--- config.mk ---
export PLATFORM = sky130hd
export DESIGN_NAME = lcd_write_controller
export DESIGN_NICKNAME = d
export VERILOG_FILES = /design/src/rtl/lcd_pkg.sv /design/src/rtl/sync_fifo.sv /design/src/rtl/lcd_write_controller.sv
export SDC_FILE = /design/constraint.sdc
export NUM_CORES = 1
export LEC_CHECK = 0
export CAP_MARGIN = 20
export CORE_UTILIZATION = 61
export CTS_BUF_LIST = sky130_fd_sc_hd__clkbuf_4 sky130_fd_sc_hd__clkbuf_8 sky130_fd_sc_hd__clkbuf_16
export DETAILED_ROUTE_END_ITERATION = 7
export GPL_TIMING_DRIVEN = 0
export PLACE_DENSITY = 0.84
export SYNTH_ARGS = -nofsm -noshare
export SYNTH_HDL_FRONTEND = slang
export SYNTH_SLANG_ARGS = --single-unit
--- constraint.sdc ---
create_clock -name clock -period 6.01 [get_ports clock]
set_clock_uncertainty 0.05 [all_clocks]
set_input_delay 1.202 -clock clock [delete_from_list [all_inputs] [get_ports clock]]
set_output_delay 1.202 -clock clock [all_outputs]
set_load 0.03 [all_outputs]
--- src/rtl/lcd_pkg.sv ---
// rtl/lcd_pkg.sv - shared types and constants for the HD44780 write controller
package lcd_pkg;

   typedef enum logic [2:0] {
      PWRUP,
      LOAD_INIT,
      IDLE,
      SETUP,
      PULSE,
      HOLD
   } state_t;

   localparam int CMD_BIT  = 8;
   localparam int INIT_LEN = 4;

   localparam logic [7:0] INIT_FUNC_SET  = 8'h38;
   localparam logic [7:0] INIT_DISP_ON   = 8'h0C;
   localparam logic [7:0] INIT_CLEAR     = 8'h01;
   localparam logic [7:0] INIT_ENTRY     = 8'h06;

   localparam logic [7:0] CMD_CLEAR      = 8'h01;
   localparam logic [7:0] CMD_HOME       = 8'h02;
   localparam logic [7:0] CMD_HOME_ALT   = 8'h03;

   function automatic logic [7:0] init_rom(input logic [1:0] idx);
      logic [7:0] v;
      case (idx)
         2'd0:    v = INIT_FUNC_SET;
         2'd1:    v = INIT_DISP_ON;
         2'd2:    v = INIT_CLEAR;
         default: v = INIT_ENTRY;
      endcase
      return v;
   endfunction

   // Clear/home commands need the long post-strobe wait.
   function automatic logic is_long_cmd(input logic [7:0] db);
      return (db == CMD_CLEAR) || (db == CMD_HOME) || (db == CMD_HOME_ALT);
   endfunction

   function automatic int max_int(input int a, input int b);
      return (a > b) ? a : b;
   endfunction

endpackage

--- src/rtl/sync_fifo.sv ---
// rtl/sync_fifo.sv - pointer+wrap-bit FIFO; a push into a full FIFO succeeds when a pop shares the edge
module sync_fifo #(
   parameter int WIDTH = 9,
   parameter int DEPTH = 8
) (
   input  logic             i_clock,
   input  logic             i_reset,
   input  logic             i_push,
   input  logic [WIDTH-1:0] i_data,
   input  logic             i_pop,
   output logic             o_full,
   output logic             o_empty,
   output logic [WIDTH-1:0] o_head
);

   localparam int AW = $clog2(DEPTH);

   logic [AW:0]      r_wr;
   logic [AW:0]      r_rd;
   logic [WIDTH-1:0] r_mem [DEPTH];
   logic             w_do_push;
   logic             w_do_pop;

   assign o_empty   = (r_wr == r_rd);
   assign o_full    = (r_wr[AW] != r_rd[AW]) && (r_wr[AW-1:0] == r_rd[AW-1:0]);
   assign o_head    = r_mem[r_rd[AW-1:0]];
   assign w_do_pop  = i_pop && !o_empty;
   assign w_do_push = i_push && (!o_full || w_do_pop);

   always_ff @(posedge i_clock) begin
      if (i_reset) begin
         r_wr <= '0;
         r_rd <= '0;
      end else begin
         if (w_do_push) r_wr <= r_wr + (AW+1)'(1);
         if (w_do_pop)  r_rd <= r_rd + (AW+1)'(1);
      end
   end

   always_ff @(posedge i_clock) begin
      if (w_do_push) r_mem[r_wr[AW-1:0]] <= i_data;
   end

endmodule

--- src/rtl/lcd_write_controller.sv ---
// rtl/lcd_write_controller.sv - buffers processor LCD writes and sequences RS/DB/EN, including power-up init
module lcd_write_controller
   import lcd_pkg::*;
#(
   parameter int DEPTH       = 8,
   parameter int SETUP_CYC   = 2,
   parameter int PULSE_CYC   = 12,
   parameter int HOLD_CYC    = 2000,
   parameter int CLEAR_CYC   = 82000,
   parameter int POWERUP_CYC = 750000
) (
   input  logic        clock,
   input  logic        reset,
   input  logic        lcd_write,
   input  logic [31:0] lcd_data,
   output logic        lcd_en,
   output logic        lcd_rs,
   output logic        lcd_rw,
   output logic [7:0]  lcd_db,
   output logic        fifo_full,
   output logic        overflow,
   output logic        busy,
   output logic        init_done
);

   localparam int MAX_CYC = max_int(max_int(max_int(SETUP_CYC, PULSE_CYC),
                                            max_int(HOLD_CYC, CLEAR_CYC)), POWERUP_CYC);
   localparam int CW = $clog2(MAX_CYC) + 1;

   localparam logic [CW-1:0] LD_PWRUP = CW'(POWERUP_CYC - 1);
   localparam logic [CW-1:0] LD_SETUP = CW'(SETUP_CYC - 1);
   localparam logic [CW-1:0] LD_PULSE = CW'(PULSE_CYC - 1);
   localparam logic [CW-1:0] LD_HOLD  = CW'(HOLD_CYC - 1);
   localparam logic [CW-1:0] LD_CLEAR = CW'(CLEAR_CYC - 1);
   localparam logic [1:0]    LAST_IDX = 2'(INIT_LEN - 1);

   state_t        r_state;
   state_t        w_next;
   logic [CW-1:0] r_cnt;
   logic [CW-1:0] w_load;
   logic [1:0]    r_idx;
   logic          r_init_done;
   logic          r_rs;
   logic [7:0]    r_db;
   logic          r_overflow;

   logic          w_full;
   logic          w_empty;
   logic [8:0]    w_head;
   logic          w_pop;
   logic          w_cnt_zero;
   logic          w_unused_data;

   assign w_unused_data = ^lcd_data[31:9];
   assign w_cnt_zero    = (r_cnt == '0);
   assign w_pop         = (r_state == IDLE) && r_init_done && !w_empty;

   sync_fifo #(
      .WIDTH (9),
      .DEPTH (DEPTH)
   ) u_fifo (
      .i_clock (clock),
      .i_reset (reset),
      .i_push  (lcd_write),
      .i_data  ({lcd_data[CMD_BIT], lcd_data[7:0]}),
      .i_pop   (w_pop),
      .o_full  (w_full),
      .o_empty (w_empty),
      .o_head  (w_head)
   );

   always_ff @(posedge clock) begin
      if (reset) begin
         r_state <= PWRUP;
         r_cnt   <= LD_PWRUP;
      end else begin
         r_state <= w_next;
         if (w_next != r_state)
            r_cnt <= w_load;
         else if (!w_cnt_zero)
            r_cnt <= r_cnt - CW'(1);
      end
   end

   always_comb begin
      w_next = r_state;
      case (r_state)
         PWRUP:     if (w_cnt_zero) w_next = LOAD_INIT;
         LOAD_INIT: w_next = SETUP;
         IDLE:      if (r_init_done && !w_empty) w_next = SETUP;
         SETUP:     if (w_cnt_zero) w_next = PULSE;
         PULSE:     if (w_cnt_zero) w_next = HOLD;
         HOLD: begin
            if (w_cnt_zero)
               w_next = (!r_init_done && (r_idx != LAST_IDX)) ? LOAD_INIT : IDLE;
         end
         default:   w_next = PWRUP;
      endcase
   end

   // RS/DB are already latched when PULSE ends, so HOLD length is chosen from them.
   always_comb begin
      w_load = '0;
      case (w_next)
         PWRUP:   w_load = LD_PWRUP;
         SETUP:   w_load = LD_SETUP;
         PULSE:   w_load = LD_PULSE;
         HOLD:    w_load = (!r_rs && is_long_cmd(r_db)) ? LD_CLEAR : LD_HOLD;
         default: w_load = '0;
      endcase
   end

   always_ff @(posedge clock) begin
      if (reset) begin
         r_idx       <= '0;
         r_init_done <= 1'b0;
         r_rs        <= 1'b0;
         r_db        <= '0;
         r_overflow  <= 1'b0;
      end else begin
         if ((r_state == HOLD) && w_cnt_zero && !r_init_done) begin
            if (r_idx == LAST_IDX)
               r_init_done <= 1'b1;
            else
               r_idx <= r_idx + 2'd1;
         end
         if (r_state == LOAD_INIT) begin
            r_rs <= 1'b0;
            r_db <= init_rom(r_idx);
         end else if (w_pop) begin
            r_rs <= !w_head[CMD_BIT];
            r_db <= w_head[7:0];
         end
         if (lcd_write && w_full && !w_pop)
            r_overflow <= 1'b1;
      end
   end

   always_comb begin
      lcd_en = (r_state == PULSE);
      busy   = (r_state != IDLE) || !w_empty;
   end

   assign lcd_rs    = r_rs;
   assign lcd_db    = r_db;
   assign lcd_rw    = 1'b0;
   assign fifo_full = w_full;
   assign overflow  = r_overflow;
   assign init_done = r_init_done;

endmodule

==> results.ini <==
[critical_path]
critPathKind = flop to output port
cp-startpoint = u_fifo.r_wr[2]
worstPathRequired_ns = 4.76
path_max_fanout = 8
slowest_stage = clkdlybuf4s50_1
cp_top_family = buffers and inverters
r2r-start = r_state[1]
crit_buf_inv = 2
arrival_ns = 2.53
critPathMaxStageDelay_ns = 0.60
path_cells = clkbuf_1 > xnor2_1 > nand4_1 > or3_1 > clkdlybuf4s50_1
worstSetupStartpointType = flop
cp-end-kind = output port

[cts]
cts.repair.resized = 0
cts_buffers = 17
cts.htree.levels = 4
postCtsSetupBuffers = 0
root_buffer = clkbuf_8
postCtsHoldBufs = 0
cts_sinks = 120
worst_skew_pair.late_latency_ns = 0.53
clk_pin_slew_worst_paths_ns = 0.06
cts_buffer_depth = 2
cts_tree = done

[timing]
rsz0062_at_grt = false
fin_crit_ns = 3.78
slew_viol_final = 0
fin_tns_setup_ns = 0
maxSlewHeadroom = 0.268
holdWs_ns = 0.438
hold_viol = 0
fin_ws_ns = 2.23
fmax_mhz = 265
setup_viol = 0
finalCritPeriodShare = 0.629
tightestPinTransition_ns = 1.09

[floorplanning]
die_area_sq_um = 8950
rows = 33
io-pin-count = 50
start_util = 0.633
core_sq_um = 8260
die_x_um = 94.6
die_h_um = 94.6

[min_path]
min_path_type = flop to flop
worstHoldStart = overflow

[synth]
synth.area.top_cells = edfxtp_1 (41%), dfxtp_1 (18%), mux4_2 (7.8%)
seq_area_frac_synth = 0.597
synth-async-reset-ratio = 0
syn-num-nets = 468
synth_edf_count = 72
ys_warn_count = 0
syn_avg_cell_area_sq_um = 12.3
yosysUniqueCellTypes = 53
synthFlopType = edfxtp_1
syn_area_sq_um = 5230
synth_common_cells = edfxtp_1 (72), nor2_1 (54), dfxtp_1 (48), nand2_1 (29), a21oi_1 (24)
synth_cells = 425
synth_most_common_cell = edfxtp_1
yosys.area.top_type = edfxtp_1
synth_top_area_frac = 0.413
synth_seq_cells = 120

[cells_and_area]
fillers = 532
area_growth_pct = 19.2
nets = 514
seq_area_sq_um = 3120
post-route-util = 0.755
multiInputGateArea_sq_um = 2010
n_antenna_cell = 0
layout-drive-gt1-share = 0.140

[placement]
hpwl_um = 7730
dp_slack_ns = 2.51
port_buffers = 25
gp_congestion = 0.937

[power]
vdd_drop_max_mv = 0.272
power.density_nw_per_um2 = 314
fin_total_pwr_uw = 1960
cellLeakagePower_uw = 0.00205

[grt]
antenna_found_initial = 0
grt_pass1_vias = 3587
grt_overflow = 0
grt_max_degree = 17
grt_pass1_wl_um = 18700
grt_use_total = 0.297

[routing]
wirelength_um = 12000
wl_per_cell_um = 20.4
via_count = 3683
ant_nets = 0
drc = 0
dr.pass1.iters = 6
drt_iter0_drc = 334
routed_via_density = 6.25

[run_status]
status = completed

[job]
max-cap-violations = 0

per-stage QoR:
step / area [sq um] / cells
floorplan: 5230 / 425
global placement: 5610 / 555
detailed placement: 5640 / 557
CTS: 6230 / 589
global route: 6230 / 589
finish: 6230 / 589
flip-flops by register name, indices dropped and copies added (netlist names), named ones only:
| signal | cells |
|---|---|
| r_idx | 2 |
| lcd_rs | 1 |
| r_cnt | 21 |
| u_fifo.r_rd | 4 |
| u_fifo.r_wr | 4 |
| lcd_db | 8 |
| overflow | 1 |
| r_state | 3 |
| init_done | 1 |
| u_fifo.r_mem | 72 |
worst reg2reg max path, delay by kind of cell, from the launching register on:
kind             cells  cell delay (ns)
AO/OA/AOI/OAI        1             0.21
flip-flops           1             0.47
AND/OR/NAND/NOR      5             1.86
report_power, final:
group	internal, uW	total (uW)	switching (uW)
Clock	577	1010	432
Combinational	22.4	55.7	33.2
Sequential	885	891	6.53
kinds of logic (layout without fill, tap and decap cells):
group                      count (synthesis)  after routing  synth area share
and+or+nand+nor                          154            154             0.146
DFF                                      120            120             0.597
AOI/OAI and AO/OA                         64             64            0.0811
muxes                                     28             28            0.0967
buffers and inverters                     27             86            0.0203
xor gates and xnor gates                  23             23            0.0385
adders and majority gates                  8              8            0.0191
other                                      1              1          0.000717
layout make-up:
| type | instances | share of cell area |
|---|---|---|
| buffer | 19 | 0.0122 |
| timing repair buffer | 27 | 0.0437 |
| clock buffer | 17 | 0.0664 |
| tap | 105 | 0.0211 |
| clock inverter | 15 | 0.0283 |
| inverter | 8 | 0.00482 |
| multi-input combinational | 278 | 0.322 |
| sequential | 120 | 0.501 |
per-layer routing:
layer | track usage | vias to the layer above | part of all wire | routed length [um]
li1 | - | 1700 | - | -
met4 | 0.152 | 0 | 0.019 | 225
met1 | 0.366 | 1786 | 0.39 | 4740
met3 | 0.0700 | 21 | 0.072 | 863
met5 | 0 | - | 0 | 0
met2 | 0.489 | 176 | 0.51 | 6180
path summary, 6_finish.rpt:
path	depth (start not counted)	slack (ns)	endpoint
max	5	2.23	busy
min	2	0.44	overflow
max reg2reg	6	3.04	u_fifo.r_mem[5][3]
min reg2reg	2	0.44	overflow
layout by cell type (no fill, tap or decap), types with 7 or more instances in the layout:
cell type         n
edfxtp_1         72
nor2_1           54
dfxtp_1          48
nand2_1          29
clkdlybuf4s50_1  25
a21oi_1          24
xnor2_1          18
mux4_2           18
clkbuf_1         16
clkbuf_16        16
nor3_1           15
o21ai_0          11
mux2i_1          10
nor4_1           10
inv_1             8
ha_1              8
inv_8             7
No activity file was read; power rests on OpenSTA's default activity.
